--- src/rtl/mem_pkg.sv ---
// Shared constants and word/address types for the 32x8 memory slice.
package mem_pkg;

  localparam int unsigned ADDR_WIDTH = 5;
  localparam int unsigned DATA_WIDTH = 8;
  localparam int unsigned DEPTH      = 2 ** ADDR_WIDTH;

  typedef logic [ADDR_WIDTH-1:0] addr_t;
  typedef logic [DATA_WIDTH-1:0] data_t;

endpackage

--- src/rtl/mem_array.sv ---
// Storage array for mem_modport: synchronous clear, single write port,
// combinational read mux (returns the contents before any same-edge write).
import mem_pkg::*;

module mem_array (
  input  logic  clk,
  input  logic  reset,
  input  logic  we,
  input  addr_t addr,
  input  data_t wdata,
  output data_t rdata
);

  data_t mem [DEPTH];

  // Synchronous clear of every word; otherwise commit the write strobe.
  always_ff @(posedge clk) begin
    if (reset) begin
      mem <= '{default: '0};
    end else if (we) begin
      mem[addr] <= wdata;
    end
  end

  // Asynchronous read mux of the current (pre-edge) contents.
  always_comb begin
    rdata = mem[addr];
  end

endmodule

--- src/rtl/mem_modport.sv ---
// Single-port 32x8 synchronous memory, slave side of the mem interface.
// Registered read data, read-before-write on a simultaneous read/write.
// Build option: define MEM_BYPASS_EN to forward data_in to data_out when
// read and write hit the same edge (write-through forwarding).
import mem_pkg::*;

module mem_modport (
  input  logic                  clk,
  input  logic                  reset,
  input  logic                  read,
  input  logic                  write,
  input  logic [ADDR_WIDTH-1:0] addr,
  input  logic [DATA_WIDTH-1:0] data_in,
  output logic [DATA_WIDTH-1:0] data_out
);

  data_t array_rdata;
  data_t read_value;

  mem_array u_array (
    .clk   (clk),
    .reset (reset),
    .we    (write),
    .addr  (addr),
    .wdata (data_in),
    .rdata (array_rdata)
  );

  // Select what a read returns this edge: stored word, or forwarded write data.
  always_comb begin
    read_value = array_rdata;
`ifdef MEM_BYPASS_EN
    if (write) begin
      read_value = data_in;
    end
`endif
  end

  // Registered read data; holds its value when no read is strobed.
  always_ff @(posedge clk) begin
    if (reset) begin
      data_out <= '0;
    end else if (read) begin
      data_out <= read_value;
    end
  end

`ifndef SYNTHESIS
  // Unknown strobes already fall through as no-ops above; flag them loudly.
  always_ff @(posedge clk) begin
    if (!reset) begin
      assert (!$isunknown({read, write}))
        else $error("mem_modport: unknown read/write strobe");
    end
  end
`endif

endmodule

--- config.mk ---
export PLATFORM = sky130hd
export DESIGN_NAME = mem_modport
export DESIGN_NICKNAME = d
export VERILOG_FILES = /design/src/rtl/mem_pkg.sv /design/src/rtl/mem_array.sv /design/src/rtl/mem_modport.sv
export SDC_FILE = /design/constraint.sdc
export NUM_CORES = 1
export LEC_CHECK = 0
export ABC_AREA = 1
export CELL_PAD_IN_SITES_DETAIL_PLACEMENT = 1
export CELL_PAD_IN_SITES_GLOBAL_PLACEMENT = 1
export CORE_ASPECT_RATIO = 0.9
export CORE_MARGIN = 2
export CORE_UTILIZATION = 48
export DETAILED_ROUTE_END_ITERATION = 12
export HOLD_SLACK_MARGIN = 0.12
export PLACE_DENSITY_LB_ADDON = 0.1
export REMOVE_ABC_BUFFERS = 1
export SYNTH_ARGS = -nofsm -noshare
export SYNTH_HDL_FRONTEND = slang
export SYNTH_SLANG_ARGS = --single-unit
--- constraint.sdc ---
create_clock -name clk -period 2.6 [get_ports clk]
set_input_delay 0.52 -clock clk [delete_from_list [all_inputs] [get_ports clk]]
set_output_delay 0.52 -clock clk [all_outputs]
set_load 0.02 [all_outputs]
==> impl_results.md, run 1 <==
- Status: completed
- CTS tree: yes
- Cell with the most instances after synthesis: nand2_1
- Core ar.: 25000 um^2
- Register area share after synthesis: 43.6%
- Crit path max-delay family: buffers and inverters
- Worst Tran Pin Value: 0.541 ns
- Nets: 1916
- Final worst path period share: 81.9%
- Post-synth EDFFs: 0
- CP endpoint kind: output pin
- Worst-Skew Late Latency: 0.56 ns
- Flip-flop and latch area: 5290 um^2
- Post-route antenna net violation count: 0
- Post-Place Setup Slack: 0.148 ns
- Wl on met1: 19100 um
- Grt total ovfl: 0
- Final Util: 55.0%
- Ys async rst share: 0%
- CP peak stage delay: 0.64 ns
- Pwr dens: 660 nW/um^2
- Final Non-Filler Cells: 2258
- First-pass GRT wire length: 65300 um
- Max FO, Critical Path: 2
- Leading area contributor after synthesis: dfxtp_1
- Synthesized flop and latch total: 264
- Main synth FF type: dfxtp_1
- DR WL/cell: 18.1 um
- Max_cap viols: 0
- Clock Skew: 0.0112 ns
- Slew Limit Fails: 0
- Number of I/O port buffers: 24
- CP max stage cell: clkdlybuf4s50_1
- DR WL met3: 1830 um
- Ratio of cells with drive above 1 in the final layout: 6.58%
- Resize count post-CTS: 0
- Hold_buf cts: 0
- DIE WIDTH: 171 um
- Die height: 155 um
- Mapped cell area: 12100 um^2
- Final setup margin: 0.471 ns
- Worst slew margin: 63.9%
- Syn Area/Cell: 6.34 um^2
- Leak: 6.22 nW
- Die area: 26500 um^2
- Residual DRC: 0
- Clock-pin slew on the worst setup and hold paths: 0.06 ns
- Crit-path cells: clkdlybuf4s50_1
- Via/cell ratio: 5.40
- Number of setup buffers added after CTS: 0
- Initial antenna violation count: 0
- Inst Count DP: 2209
- TritonRoute pass-1 iters: 5
- Yosys warns: 0
- Fillers: 3425
- Post-synth top cells: nand2_1 (557), nor2_1 (457), o21ai_0 (280)
- Post-synth cell types: 20
- Routed met2 length: 18700 um
- H-Tree Level Count: 1
- Hold Vio Cnt, Final: 0
- Synth top area share: 43.6%
- Vias in the first global route: 12200
- Peak VDD IR: 0.424 mV
- Buf/Inv on CP: 1
- Largest cells by area after synthesis: dfxtp_1 (44%), nand2_1 (17%), nor2_1 (14%)
- Hold Path Class: flop to flop
- PnR Total Power: 9.08 mW
- Antenna cells: 0
- Vias: 12200
- Clk Tree Root Cell: clkbuf_16
- Clk sinks: 264
- Post-Synthesis Cells: 1910
- RSZ-0062 raised after global routing: no
- Max Clock Freq: 470 MHz
- FP Rows: 55
- Final setup fails: 0
- GP Congestion: 0.821
- Worst path required time: 2.08 ns
- Total Routing Usage GR: 31.0%
- Kind of critical path: flop to output pin
- Initial Util: 48.5%
- Total Wirelength: 40800 um
- Pin count of the biggest net entering global routing: 81
- Fin crit period: 2.13 ns
- DRT iter0 DRCs: 823
- Top sig layer: met4
- Syn-to-layout area delta: 13.5%
- Post-DP HPWL: 25100 um
- Critical Path AT: 1.61 ns
- Area of the multi-input gates: 5960 um^2
- Setup crit start kind: flop
- Clock Path Buffers: 3
- CTS buffer count: 30
- IO Pins: 25
[worst paths after layout]
path	startpoint	end	slack, ns	cells after the start
hold / removal	u_array.mem[63]	u_array.mem[63]	0.45	2
setup / recovery	data_out[2]	data_out[2]	0.47	1
hold reg to reg	u_array.mem[63]	u_array.mem[63]	0.45	2
setup reg to reg	u_array.mem[239]	data_out[7]	1.30	10
[cells by family (layout without fill, tap and decap cells)]
logic type,after synthesis,count (layout),synth area share (%)
compound gates,329,329,13.6
simple gates,1097,1097,35.6
flops,264,264,43.6
buf+inv,220,226,7.21
[report_power, final]
| group | total, mW | leakage [nW] | switching, mW | internal (mW) |
|---|---|---|---|---|
| logic | 0.616 | 3.61 | 0.455 | 0.160 |
| registers | 4.14 | 2.13 | 0.0329 | 4.10 |
| clock network | 4.32 | 0.486 | 1.71 | 2.62 |
[metal layers]
metal / up-vias / global-route usage (%)
met5: - / 0
met4: 0 / 9.20
met3: 79 / 3.58
met2: 273 / 50.2
met1: 5914 / 43.4
li1: 5934 / -
[sequential cells by signal, indices dropped and copies added (netlist names)]
| register | flops |
|---|---|
| u_array.mem | 256 |
| data_out | 8 |
[through the flow]
stage / cell area, um^2 / hold slack [ns] / setup TNS [ns]
final: 13700 / 0.445 / 0
after global routing: 13700 / 0.462 / 0
after floorplan: 11700 / 0.426 / -248.19
after global placement: 12800 / 0.432 / 0
after CTS: 13700 / 0.449 / 0
after detailed placement: 12800 / 0.440 / 0
[final cells by class]
class	count	area share, %
Timing Repair Buffer	66	4.81
Sequential cell	264	38.4
Clock buffer	42	6.38
Multi-Input combinational cell	1426	43.3
Clock inverter	7	0.846
Tap cell	342	3.11
Inverter	111	3.08
[cell usage in the layout, fill, tap and decap left out, drive strengths merged]
cell type and instances:
clkbuf 42, dfxtp 264, nor2 478, clkinvlp 1
nand4 9, nand3 48, clkinv 4, clkdlybuf4s50 22
o21ai 282, buf 44, bufinv 3, nor3 5
inv 110, a21oi 47, nand2 557
Power figures use the tool's default switching activity.
==> run 2: changes to the inputs <==
- CORE_UTILIZATION: 48 -> 40
- clock period: 2.6 -> 1.8 ns (I/O delays scaled with it)
==> run 2 against run 1 <==
Effect of this change: flip-flop and latch count unchanged; first-iteration DRC count down 24%; core utilization down 6.8 points; cell count up 5.7%; clock power up 43%; critical endpoint is now data_out[3]; highest routed layer is now met5.
==> impl_results.md, run 2 (synthesis gave the netlist of run 1 again) <==
- Top reg by flops: u_array.mem
- Leak: 6.61 nW (+6.1%)
- Final setup fails: 0 (unchanged)
- Final Non-Filler Cells: 2386 (+5.7%)
- Hold Path Class: flop to flop
- Via/cell ratio: 5.15 (-4.8%)
- Crit-path cells: dlygate4sd2_1
- CP max stage cell: dfxtp_1
- Max Clock Freq: 587 MHz
- Die height: 169 um (+9.3%)
- Initial antenna violation count: 2 (+2)
- RSZ-0062 raised after global routing: no
- Residual DRC: 0 (unchanged)
- Pin count of the biggest net entering global routing: 65 (-20%)
- Largest registers: u_array.mem x256, data_out x8
- Post-route antenna net violation count: 0 (unchanged)
- DIE WIDTH: 187 um (+9.3%)
- Kind of critical path: flop to output pin
- Nets: 1978 (+3.2%)
- Post-DP HPWL: 26800 um (+6.8%)
- Max FO, Critical Path: 2 (unchanged)
- GP Congestion: 0.796 (-3.0%)
- Clock-pin slew on the worst setup and hold paths: 0.06 ns (about the same)
- Worst slew margin: 66.3% (+2.4 points)
- Peak VDD IR: 0.694 mV (+63%)
- Inst Count DP: 2332 (+5.6%)
- Finished Cell Area: 14400 um^2 (+4.8%)
- Clk Tree Root Cell: clkbuf_16
- Worst path required time: 1.44 ns (-0.64 ns)
- H-Tree Level Count: 1 (unchanged)
- Clk sinks: 264 (unchanged)
- DRT iter0 DRCs: 623 (-24%)
- PnR Total Power: 13.1 mW (+45%)
- Max_cap viols: 0 (unchanged)
- Wl on met1: 20000 um (+5.0%)
- Vias: 12300 (+0.65%)
- DR WL met3: 1180 um (-35%)
- Hold Vio Cnt, Final: 0 (unchanged)
- CTS buffer count: 30 (unchanged)
- Critical Path AT: 1.34 ns (-0.27 ns)
- Most common cell after layout, fill and taps aside: nand2_1
- Slew Limit Fails: 0 (unchanged)
- Initial Util: 40.5% (-8.0 points)
- Fin crit period: 1.70 ns
- Number of I/O port buffers: 24 (unchanged)
- Total Routing Usage GR: 26.8% (-4.2 points)
- Flip-flop and latch area: 5290 um^2 (unchanged)
- TritonRoute pass-1 iters: 5 (unchanged)
- Max FFs per register: 256 (unchanged)
- Buf/Inv on CP: 1 (unchanged)
- DR WL/cell: 17.6 um (-2.4%)
- IO Pins: 25 (unchanged)
- Status: completed
- Area after DPL: 13400 um^2 (+5.3%)
- Hold_buf cts: 0 (unchanged)
- FP Rows: 60 (+9.1%)
- CTS tree: yes
- Pwr dens: 912 nW/um^2 (+38%)
- Area of the multi-input gates: 5960 um^2 (unchanged)
- Vias in the first global route: 12500 (+2.8%)
- Routed met2 length: 19900 um (+6.1%)
- Syn-to-layout area delta: 18.9%
- Total Wirelength: 42100 um (+3.1%)
- Slack of the worst reg-to-reg path: 0.53 ns (-0.77 ns)
- Fillers: 3990 (+16%)
- Final worst path period share: 94.6%
- Clock Path Buffers: 3 (unchanged)
- Crit path max-delay family: flip-flops
- Die area: 31700 um^2 (+19%)
- Setup crit start kind: flop
- CP peak stage delay: 0.41 ns (-0.23 ns)
- First-pass GRT wire length: 67900 um (+4.0%)
- Clock Skew: 0.00690 ns (-0.00434 ns)
- Worst-Skew Late Latency: 0.57 ns (about the same)
- Core ar.: 29900 um^2 (+20%)
- Commonest cells after routing, fill and taps aside: nand2_1 (557), nor2_1 (457), o21ai_0 (280), dfxtp_1 (264), inv_1 (94)
- Grt total ovfl: 0 (unchanged)
- CP endpoint kind: output pin
- Worst Tran Pin Value: 0.505 ns (-0.0362 ns)
- Ratio of cells with drive above 1 in the final layout: 9.59% (+3.0 points)
- Top sig layer: met5
-- run 2: report_power, final --
| part | switching (mW) | total [mW] | internal, mW |
|---|---|---|---|
| registers | 0.0468 | 5.97 | 5.93 |
| clock network | 2.52 | 6.17 | 3.66 |
| logic | 0.682 | 0.989 | 0.307 |
-- run 2: metrics by stage --
step,hold WS (ns),TNS (ns),utilization (%),setup WS [ns]
floorplan,0.426,-414.21,-,-1.65
global placement,0.431,-60.73,45.0,-0.346
detailed placement,0.438,-73.02,45.0,-0.397
CTS,0.447,0,48.2,0.0931
global route,0.467,0,48.2,0.0269
finish,0.445,0,48.2,0.0974
-- run 2: final cells by class --
| cell class | count | share of cell area, % |
|---|---|---|
| multi-input cells | 1426 | 41.4 |
| clock inverters | 8 | 0.625 |
| well taps | 403 | 3.50 |
| clock buffers | 45 | 6.17 |
| repair buffers | 128 | 8.70 |
| inverters | 111 | 2.94 |
| diodes | 1 | 0.0174 |
| flip-flops and latches | 264 | 36.7 |
-- run 2: path summary, 6_finish.rpt --
kind,start,end,depth (start not counted)
max,data_out[3],data_out[3],1
min,u_array.mem[28],u_array.mem[28],2
max reg2reg,u_array.mem[226],data_out[2],10
min reg2reg,u_array.mem[28],u_array.mem[28],2
-- run 2: worst register-to-register path, cell delays in order (launching register included) --
cell	delay (ns)
dfxtp_1	0.31
nand2_1	0.05
nand2_1	0.05
nand2_1	0.07
nand2_1	0.08
nand2_1	0.07
nand2_1	0.08
nor2_1	0.23
nand3_1	0.12
nand2_1	0.08
inv_1	0.03
-- run 2: repair_timing --
item                                   in CTS  in global routing
setup buffers                               0                  0
pin swaps                                   0                  0
gates resized for setup                     8                  1
setup endpoints to repair                   8                  2
endpoints found under the hold margin       0                  0
-- run 2: metal layers --
metal | vias up | track usage (%)
li1 | 6069 | -
met1 | 5963 | 35.8
met2 | 174 | 46.7
met3 | 71 | 2.59
met4 | 2 | 6.74
met5 | - | 0
==> run 3: changes to the inputs <==
- MAX_ROUTING_LAYER: not set -> met4
==> run 3 against run 2 <==
Effect of this change: wire length grew 0.32%; count of clock-buffer cells in the layout unchanged; cell count hardly changed; design area barely moved; sequential share of layout area hardly changed; flip-flop and latch count is the same; total power about the same; critical path depth stayed put; highest routed layer is now met4.
==> impl_results.md, run 3 (synthesis gave the netlist of run 1 again) <==
- Leak: 6.61 nW (about the same)
- Final Non-Filler Cells: 2387 (+0.042%)
- Clock Path Buffers: 3 (unchanged)
- Post-route antenna net violation count: 0 (unchanged)
- RSZ-0062 raised after global routing: no
- Clk Tree Root Cell: clkbuf_16
- Max Clock Freq: 587 MHz (about the same)
- Vias: 12300 (+0.31%)
- Kind of critical path: flop to output pin
- CP endpoint kind: output pin
- GP Congestion: 0.807 (+1.4%)
- Met1 GRT Util: 35.7% (about the same)
- Hold_buf cts: 0 (unchanged)
- PnR Total Power: 13.1 mW (about the same)
- Max FO, Critical Path: 2 (unchanged)
- Ratio of cells with drive above 1 in the final layout: 9.59% (unchanged)
- Post-Place Setup Slack: -0.397 ns (unchanged)
- Worst-Skew Late Latency: 0.57 ns (about the same)
- Worst path required time: 1.44 ns (about the same)
- Total Wirelength: 42200 um (+0.32%)
- Fin crit period: 1.70 ns (+0.00168 ns)
- Final setup margin: 0.0957 ns (-0.00168 ns)
- Initial antenna violation count: 2 (unchanged)
- Routing usage on met3: 2.59% (unchanged)
- Number of I/O port buffers: 24 (unchanged)
- Pwr dens: 912 nW/um^2 (about the same)
- Total Routing Usage GR: 27.6% (+0.78 points)
- First-pass GRT wire length: 67800 um (about the same)
- Syn-to-layout area delta: 18.9% (about the same)
- Worst Tran Pin Value: 0.513 ns (+0.00852 ns)
- Via/cell ratio: 5.16 (+0.27%)
- Post-DP HPWL: 26800 um (unchanged)
- Crit path max-delay family: flip-flops
- Core ar.: 29900 um^2 (unchanged)
- Pin count of the biggest net entering global routing: 65 (unchanged)
- Setup crit start kind: flop
- Nets: 1978 (unchanged)
- Worst slew margin: 65.8% (-0.57 points)
- Peak VDD IR: 0.695 mV (+0.19%)
- CTS buffer count: 30 (unchanged)
- Slew Limit Fails: 0 (unchanged)
- Crit-path cells: dlygate4sd2_1
- Buf/Inv on CP: 1 (unchanged)
- CP peak stage delay: 0.42 ns (about the same)
- Final setup fails: 0 (unchanged)
- FP Rows: 60 (unchanged)
- Max_cap viols: 0 (unchanged)
- Hold Path Class: flop to flop
- Most common cell after layout, fill and taps aside: nand2_1
- Clock Skew: 0.00969 ns (+0.00280 ns)
- Hold Vio Cnt, Final: 0 (unchanged)
- Largest registers: u_array.mem x256, data_out x8
- Top reg by flops: u_array.mem
- DR WL/cell: 17.7 um (+0.27%)
- Fillers: 3990 (unchanged)
- Clk sinks: 264 (unchanged)
- IO Pins: 25 (unchanged)
- CTS tree: yes
- Met2 Track Usage GR: 46.6% (about the same)
- Die height: 169 um (unchanged)
- Status: completed
- Critical Path AT: 1.34 ns (about the same)
- DRT iter0 DRCs: 595 (-4.5%)
- H-Tree Level Count: 1 (unchanged)
- Die area: 31700 um^2 (unchanged)
- Commonest cells after routing, fill and taps aside: nand2_1 (557), nor2_1 (457), o21ai_0 (280), dfxtp_1 (264), inv_1 (94)
- Final Util: 48.2% (about the same)
- Max FFs per register: 256 (unchanged)
- Hold_ws: 0.445 ns (-0.000452 ns)
- Grt total ovfl: 0 (unchanged)
- TritonRoute pass-1 iters: 5 (unchanged)
- Clock-pin slew on the worst setup and hold paths: 0.06 ns (about the same)
- Vias in the first global route: 12500 (-0.056%)
- DIE WIDTH: 187 um (unchanged)
- Gr busiest metal: met2
- Residual DRC: 0 (unchanged)
- CP max stage cell: dfxtp_1
- Final worst path period share: 94.7% (about the same)
- Inst Count DP: 2332 (unchanged)
- Initial Util: 40.5% (unchanged)
## run 3: cell types whose count changed in the layout (fill, tap and decap cells not counted)
| cell | previous run | this run |
|---|---|---|
| diode_2 | 1 | 2 |
## run 3: power by group
group / internal (mW) / total (mW) / switching (mW)
clock network: 3.66 / 6.18 / 2.52
registers: 5.93 / 5.97 / 0.0473
logic: 0.307 / 0.991 / 0.685
## run 3: metal layers
layer  routed length (um)  vias up  part of all wire [%]
met1                20000     5986                    47
met5                    0        -                     0
met4                  918        0                   2.2
met2                20000      195                    47
li1                     -     6065                     -
met3                 1290       71                   3.1
## run 3: path summary, 6_finish.rpt
| kind | from | endpoint | slack, ns | cells after the start |
|---|---|---|---|---|
| worst max-delay path | data_out[7] | data_out[7] | 0.1 | 1 |
| worst min-delay path | u_array.mem[28] | u_array.mem[28] | 0.44 | 2 |
| worst min register to register | u_array.mem[28] | u_array.mem[28] | 0.44 | 2 |
| worst max register to register | u_array.mem[235] | data_out[3] | 0.54 | 10 |
## run 3: stage by stage
| stage | area (um^2) | TNS [ns] |
|---|---|---|
| after floorplan | 11700 | -414.21 |
| after global placement | 13400 | -60.73 |
| after detailed placement | 13400 | -73.02 |
| after CTS | 14400 | 0 |
| after global routing | 14400 | 0 |
| final | 14400 | 0 |
## run 3: repair_timing
item	CTS	global route
buffers inserted	0	0
resized for setup	8	1
endpoints found under the setup margin	8	2
endpoints found under the hold margin	0	0
## run 3: cell type report
class / count / area (um^2) / area share [%]
sequential: 264 / 5290 / 36.7
multi-input combinational: 1426 / 5960 / 41.3
antenna: 2 / 5.00 / 0.0347
clock buffer: 45 / 888 / 6.17
inverter: 111 / 423 / 2.94
tap: 403 / 504 / 3.50
clock inverter: 8 / 90.1 / 0.625
timing repair buffer: 128 / 1250 / 8.70
## run 3: worst min-delay path: cells and delay by family (launching register included)
kind / cells / cell delay [ns]
buffers and inverters: 1 / 0.05
AOI/OAI and AO/OA: 1 / 0.05
DFF: 1 / 0.31
